### config.mk
export PLATFORM = sky130hd
export DESIGN_NAME = problem3_split
export DESIGN_NICKNAME = d
export VERILOG_FILES = /design/src/rtl/problem3_pkg.sv /design/src/rtl/problem3_split.sv
export SDC_FILE = /design/constraint.sdc
export NUM_CORES = 1
export LEC_CHECK = 0
export ABC_CLOCK_PERIOD_IN_PS = 3600
export CELL_PAD_IN_SITES_DETAIL_PLACEMENT = 1
export CELL_PAD_IN_SITES_GLOBAL_PLACEMENT = 2
export CORE_UTILIZATION = 30
export DETAILED_ROUTE_END_ITERATION = 10
export GPL_ROUTABILITY_DRIVEN = 0
export PLACE_DENSITY_LB_ADDON = 0.1
export SETUP_SLACK_MARGIN = 0.1
export SLEW_MARGIN = 40
export SYNTH_ARGS = -nofsm -noshare
export SYNTH_HDL_FRONTEND = slang
export SYNTH_SLANG_ARGS = --single-unit
export TNS_END_PERCENT = 5
### constraint.sdc
create_clock -name i_clk -period 3.6 [get_ports i_clk]
set_input_delay 0.36 -clock i_clk [delete_from_list [all_inputs] [get_ports i_clk]]
set_output_delay 0.36 -clock i_clk [all_outputs]
set_load 0.005 [all_outputs]
### src/rtl/problem3_pkg.sv
`default_nettype none
// ============================================================================
// Module   : problem3_pkg
// Purpose  : Shared constants and types for the problem3 datapath family:
//            default word width and the pair-splitter FSM state encoding.
// Revision : 1.0  initial release
// ============================================================================
package problem3_pkg;

  // Default operand word width, shared with problem3.
  localparam int P3_W = 16;

  // Pair-splitter states, 2-bit encoding:
  //   S_P0  - waiting for the first word of a pair
  //   S_P1  - first word held, waiting for the second
  //   S_OUT - complete pair presented downstream
  typedef enum logic [1:0] {
    S_P0  = 2'd0,
    S_P1  = 2'd1,
    S_OUT = 2'd2
  } p3_split_state_e;

endpackage : problem3_pkg
`default_nettype wire

### src/rtl/problem3_split.sv
`default_nettype none
// ============================================================================
// Module   : problem3_split
// Purpose  : Regroups a serial stream of W-bit words (valid/ready) into
//            (p0, p1) pairs presented on two parallel outputs with their own
//            valid/ready handshake. Feeds problem3 from a single word source.
//            Optional build macro PROBLEM3_SPLIT_PAIRCNT_EN adds a 16-bit
//            pair counter (o_pair_cnt) and a flush-drop pulse (o_drop).
// Revision : 1.0  initial release
// ============================================================================
module problem3_split
  import problem3_pkg::*;
#(
  parameter int W = P3_W
) (
  input  logic         i_clk,
  input  logic         i_rst,
  input  logic         i_valid,
  output logic         o_ready,
  input  logic [W-1:0] i_p,
  input  logic         i_flush,
  output logic         o_valid,
  input  logic         i_ready,
  output logic [W-1:0] o_p0,
  output logic [W-1:0] o_p1
`ifdef PROBLEM3_SPLIT_PAIRCNT_EN
  ,
  output logic [15:0]  o_pair_cnt,
  output logic         o_drop
`endif
);

  p3_split_state_e r_state;
  p3_split_state_e w_state_nxt;

  logic [W-1:0] r_p0;
  logic [W-1:0] r_p1;

  logic w_ready;
  logic w_valid;
  logic w_cap_p0;
  logic w_cap_p1;

  // State register; reset lands in S_P0 with no pair pending.
  always_ff @(posedge i_clk or posedge i_rst) begin
    if (i_rst) begin
      r_state <= S_P0;
    end else begin
      r_state <= w_state_nxt;
    end
  end

  // Next-state and handshake decode. o_ready never depends on i_valid, only
  // on state, i_flush (in S_P1) and the downstream i_ready (in S_OUT).
  always_comb begin
    w_state_nxt = r_state;
    w_ready     = 1'b0;
    w_valid     = 1'b0;
    w_cap_p0    = 1'b0;
    w_cap_p1    = 1'b0;
    case (r_state)
      S_P0: begin
        w_ready = 1'b1;
        if (i_valid) begin
          w_cap_p0    = 1'b1;
          w_state_nxt = S_P1;
        end
      end
      S_P1: begin
        // Flush wins over a same-cycle word; ready is withheld so upstream
        // keeps presenting that word rather than losing it.
        if (i_flush) begin
          w_state_nxt = S_P0;
        end else begin
          w_ready = 1'b1;
          if (i_valid) begin
            w_cap_p1    = 1'b1;
            w_state_nxt = S_OUT;
          end
        end
      end
      S_OUT: begin
        // A complete pair is never flushed. When the pair leaves, a word
        // arriving in the same cycle starts the next pair with no bubble.
        w_valid = 1'b1;
        w_ready = i_ready;
        if (i_ready) begin
          if (i_valid) begin
            w_cap_p0    = 1'b1;
            w_state_nxt = S_P1;
          end else begin
            w_state_nxt = S_P0;
          end
        end
      end
      default: begin
        w_state_nxt = S_P0;
      end
    endcase
  end

  // Pair data registers; hold their value whenever not being written.
  always_ff @(posedge i_clk or posedge i_rst) begin
    if (i_rst) begin
      r_p0 <= '0;
      r_p1 <= '0;
    end else begin
      if (w_cap_p0) begin
        r_p0 <= i_p;
      end
      if (w_cap_p1) begin
        r_p1 <= i_p;
      end
    end
  end

  assign o_ready = w_ready;
  assign o_valid = w_valid;
  assign o_p0    = r_p0;
  assign o_p1    = r_p1;

`ifdef PROBLEM3_SPLIT_PAIRCNT_EN
  logic [15:0] r_pair_cnt;
  logic        r_drop;
  logic        w_out_xfer;
  logic        w_drop;

  assign w_out_xfer = w_valid & i_ready;
  // A held first word is discarded only by a flush while in S_P1.
  assign w_drop     = (r_state == S_P1) & i_flush;

  // Pair counter (wraps naturally) and one-cycle drop pulse.
  always_ff @(posedge i_clk or posedge i_rst) begin
    if (i_rst) begin
      r_pair_cnt <= 16'd0;
      r_drop     <= 1'b0;
    end else begin
      if (w_out_xfer) begin
        r_pair_cnt <= r_pair_cnt + 16'd1;
      end
      r_drop <= w_drop;
    end
  end

  assign o_pair_cnt = r_pair_cnt;
  assign o_drop     = r_drop;
`endif

endmodule : problem3_split
`default_nettype wire

### Word level (Yosys, flattened, before mapping)

Index checks and enable logic that the tools add are counted.

* divide/modulo/power cells: 0
* multipliers: 0
* muxes and demuxes: 14
* eq/ne operators: 5
* order comparisons: 0
* reduce and logical (&&, ||, !) cells: 2
* shift-type cells: 0
* bitwise logic cells: 0
* add/subtract/negate cells: 0

Operator list (number)
* 2-bit two-way mux: 4
* 1-bit two-way mux: 7
* 2-bit one-hot mux with 3 select lines: 1
* 2-bit inequality test (second input constant): 2
* 3-bit inequality test (second input constant): 1
* 1-bit one-hot mux with 3 select lines: 1
* 3-bit AND reduction: 1
* 2-bit by 1-bit == test with 1-bit output (second input constant): 1
* 2-bit == test (second input constant): 1
* 2-bit zero test: 1
* 1-bit one-hot mux with 2 select lines: 1

* input bits: 21
* flip-flop bits (word level): 34
* bits in writable memories: 0
* bits in latches: 0
* ROM bits: 0
* memories: 0
* logic and storage cells: 24

### Depth between registers and ports, before layout

* word-level depth: 3
* mapped depth: 5
* depth with buffers taken out: 3

### Worst setup path before layout

OpenSTA, ideal clock, no wires.

* kind: register to register
* from: reg r_state[1]
* to: reg r_p1[0], in the netlist o_p1[0]
* cell stages (with the launch flop): 6
* setup slack: 2231 ps
* data required time: 3475 ps
* arrival: 1244 ps
* period minus slack after synthesis: 1369 ps
* cell sequence: dfrtp_1 -> nor2_1 -> and3_4 -> buf_6 -> buf_8 -> mux2_4

* longest elaborated chain between the ends: 2

RTL lines
* start: declaration: line problem3_split.sv:33 `p3_split_state_e r_state;`
* start signal: assignment: line problem3_split.sv:49 `r_state <= w_state_nxt;`
* 2-bit by 1-bit == test with 1-bit output: line problem3_split.sv:61 `case (r_state)`
* 1-bit two-way mux: line problem3_split.sv:61
* end signal: assignment: line problem3_split.sv:112 `r_p1 <= i_p;`
* end: declaration: line problem3_split.sv:37 `logic [W-1:0] r_p1;`

Every way passes these cells.
A chain may end at the register's enable or synchronous reset.

### Worst setup path after layout

* from: in i_ready
* to: out o_ready

* longest elaborated chain between the ends: 1

RTL lines
* start: declaration: line problem3_split.sv:23 `input logic i_ready,`
* 1-bit one-hot mux with 3 select lines: line problem3_split.sv:61
* end: declaration: line problem3_split.sv:19 `output logic o_ready,`

Every way passes these cells.

==> out/metrics.yaml <==
io_buffers: 54
post-route-util: 0.466
end_kind: "primary output"
grt_use_met1: 0.156
dp_worst_setup_slack_ns: 1.60
synth-xor-area-share: 0
synth_sequential_area_ratio: 0.627
run_status: "complete, no violations"
floorplan_die_width_um: 69.3
leakagePower_uw: 0.000854
routedWlPerCell_um: 14.8
syn_inst: 80
postRouteWirelength_um: 2840
cts_inserted_buffers: 5
design.core.area_um2: 4350
cts.root.buffer_cell: "clkbuf_8"
worst_ep_required_time_ns: 3.24
synth_top_family_by_area: "multiplexers"
globalRouteOverflowTotal: 0
die_area_um2: 4800
hold_viol_final: 0
first_global_vias: 1005
effective_utilization_at_floorplan: 0.312
drt_iter0_markers: 29
antenna_cells_inserted: 0
grt_max_degree: 35
totalNegativeSetupSlack_ns: 0
max_cap_violations: 0
cts.clk_slew.worst_paths_ns: 0.06
rsz0062_at_grt: "no"
grt_util_met3: 0.0480
final_cell_mix: "clkdlybuf4s50_1, dfrtp_1, mux2_2"
num_vias: 885
ys_seq_elements: 34
max_slew.worst_pin.slew_ns: 0.434
timing.reg2reg.setup_slack_ns: 2.12
globalRoute.busiestLayer: "met2"
post_cts.repair.setup_buffers: 0
layout.cells.most_common: "clkdlybuf4s50_1"
dp_hpwl_um: 2000
use_met2: 0.219
nNetsFinal: 160
chipHeight_um: 69.3
slew_headroom: 0.710
net_count_after_synthesis: 101
cts_tree: "done"
synth_area_per_cell_um2: 17.0
antenna_violations_before_repair: 0
ioPinCount: 55
postCtsHoldBufs: 0
upper_clock_frequency_limit_mhz: 502
count_of_clock_tree_sinks: 34
detail-route-antenna-nets: 0
period_minus_slack_ns: 1.99
post_synth_fa_ha_maj_area_fraction: 0
resized_cells_post_cts: 0
grt_first_pass_wirelength_um: 4950
floorplan.rows: 24
powerDensity_nw_per_um2: 615
cts.htree.levels: 2
criticalPathCategory: "in2out"
timing.hold.worst.class: "in2async"
post_drt_via_cell_ratio: 4.61
grt_total_usage: 0.133
fillers: 452
irDropWorstVdd_uv: 235
start_kind: "input pin"
critical_path_arrival_ns: 1.63
path_max_fanout: 3
yosys.area_share.simple: 0.0424
slew_viol_final: 0
setup_viol_count_final: 0
detailedRoute.firstPassIterationCount: 3
synth_compound_area_frac: 0.0129
final.setup.worst_slack_ns: 1.61
area_growth_syn_to_layout_pct: 49.4
cts.path.max_buffers: 2
r2r_cells: 3
drcViolationCount: 0
clk-insertion-delay-late_ns: 0.27
yosys_warnings: 0
final_min_period_over_clock_period: 0.554
share_of_layout_cells_above_drive_strength_1: 0.300
synthMuxAreaShare: 0.290
netlist_area_um2: 1360
setup_clock_skew_after_layout_ns: 0.00498
ys_types: 16
-- power by group --
part | total (uW) | switching (uW) | internal, uW
registers | 549 | 57.6 | 491
logic | 417 | 110 | 308
clock network | 283 | 128 | 154
-- cell type report --
cell class	instances	area, um^2	area share
Sequential cell	34	851	0.419
Inverter	1	3.75	0.00185
Timing Repair Buffer	55	548	0.270
Clock buffer	7	86.3	0.0426
Multi-Input combinational cell	42	469	0.231
Tap cell	52	65.1	0.0321
Clock inverter	1	5.00	0.00247
-- layer usage --
layer,vias to the layer above,share of wire,wire (um)
met1,453,0.42,1200
met5,-,0,0
met4,0,0.013,36
li1,394,-,-
met3,5,0.070,200
met2,33,0.49,1400
-- sequential cells by signal (all words and copies together), names as in the netlist --
register,cells
o_p0,16
o_p1,16
r_state,2
-- critical path: stages --
cell and delay [ns]:
clkdlybuf4s50_1 0.45, nand2b_1 0.18, and2_1 0.15, clkdlybuf4s50_1 0.49
-- synthesized netlist by cell type --
cell type	n	area, um^2
o21ai_0	2	10.0
and2_1	1	6.26
inv_1	1	3.75
and3_4	1	11.3
nor2b_1	1	6.26
buf_6	1	11.3
mux2_2	23	259
nor2_1	1	3.75
nand2_1	1	3.75
mux2_4	9	135
buf_4	1	7.51
buf_8	1	15.0
nand3b_4	1	20.0
dfrtp_1	34	851
nand2b_1	1	6.26
o21bai_1	1	7.51
-- through the flow --
step                      instances  cell area, um^2  total power [uW]  hold slack, ns
final                           192             2030              1250           0.498
after detailed placement        184             1940               982           0.496
after global placement          184             1940               969           0.487
after CTS                       192             2030              1280           0.515
after floorplan                  80             1360               710           0.467
after global routing            192             2030              1340           0.533
-- cell families after synthesis --
kind of cell | after synthesis
flip-flops | 34
buffers and inverters | 4
AND/OR/NAND/NOR | 7
AO/OA/AOI/OAI | 3
multiplexers | 32
-- worst paths after layout --
kind | to | startpoint
max | o_ready | i_ready
min | o_p1[7] | i_rst
max reg2reg | o_p1[11] | r_state[1]
min reg2reg | o_p1[10] | o_p1[10]
max in group asynchronous | o_p1[14] | i_rst
min in group i_clk | o_p1[10] | o_p1[10]
Power figures use the tool's default switching activity.
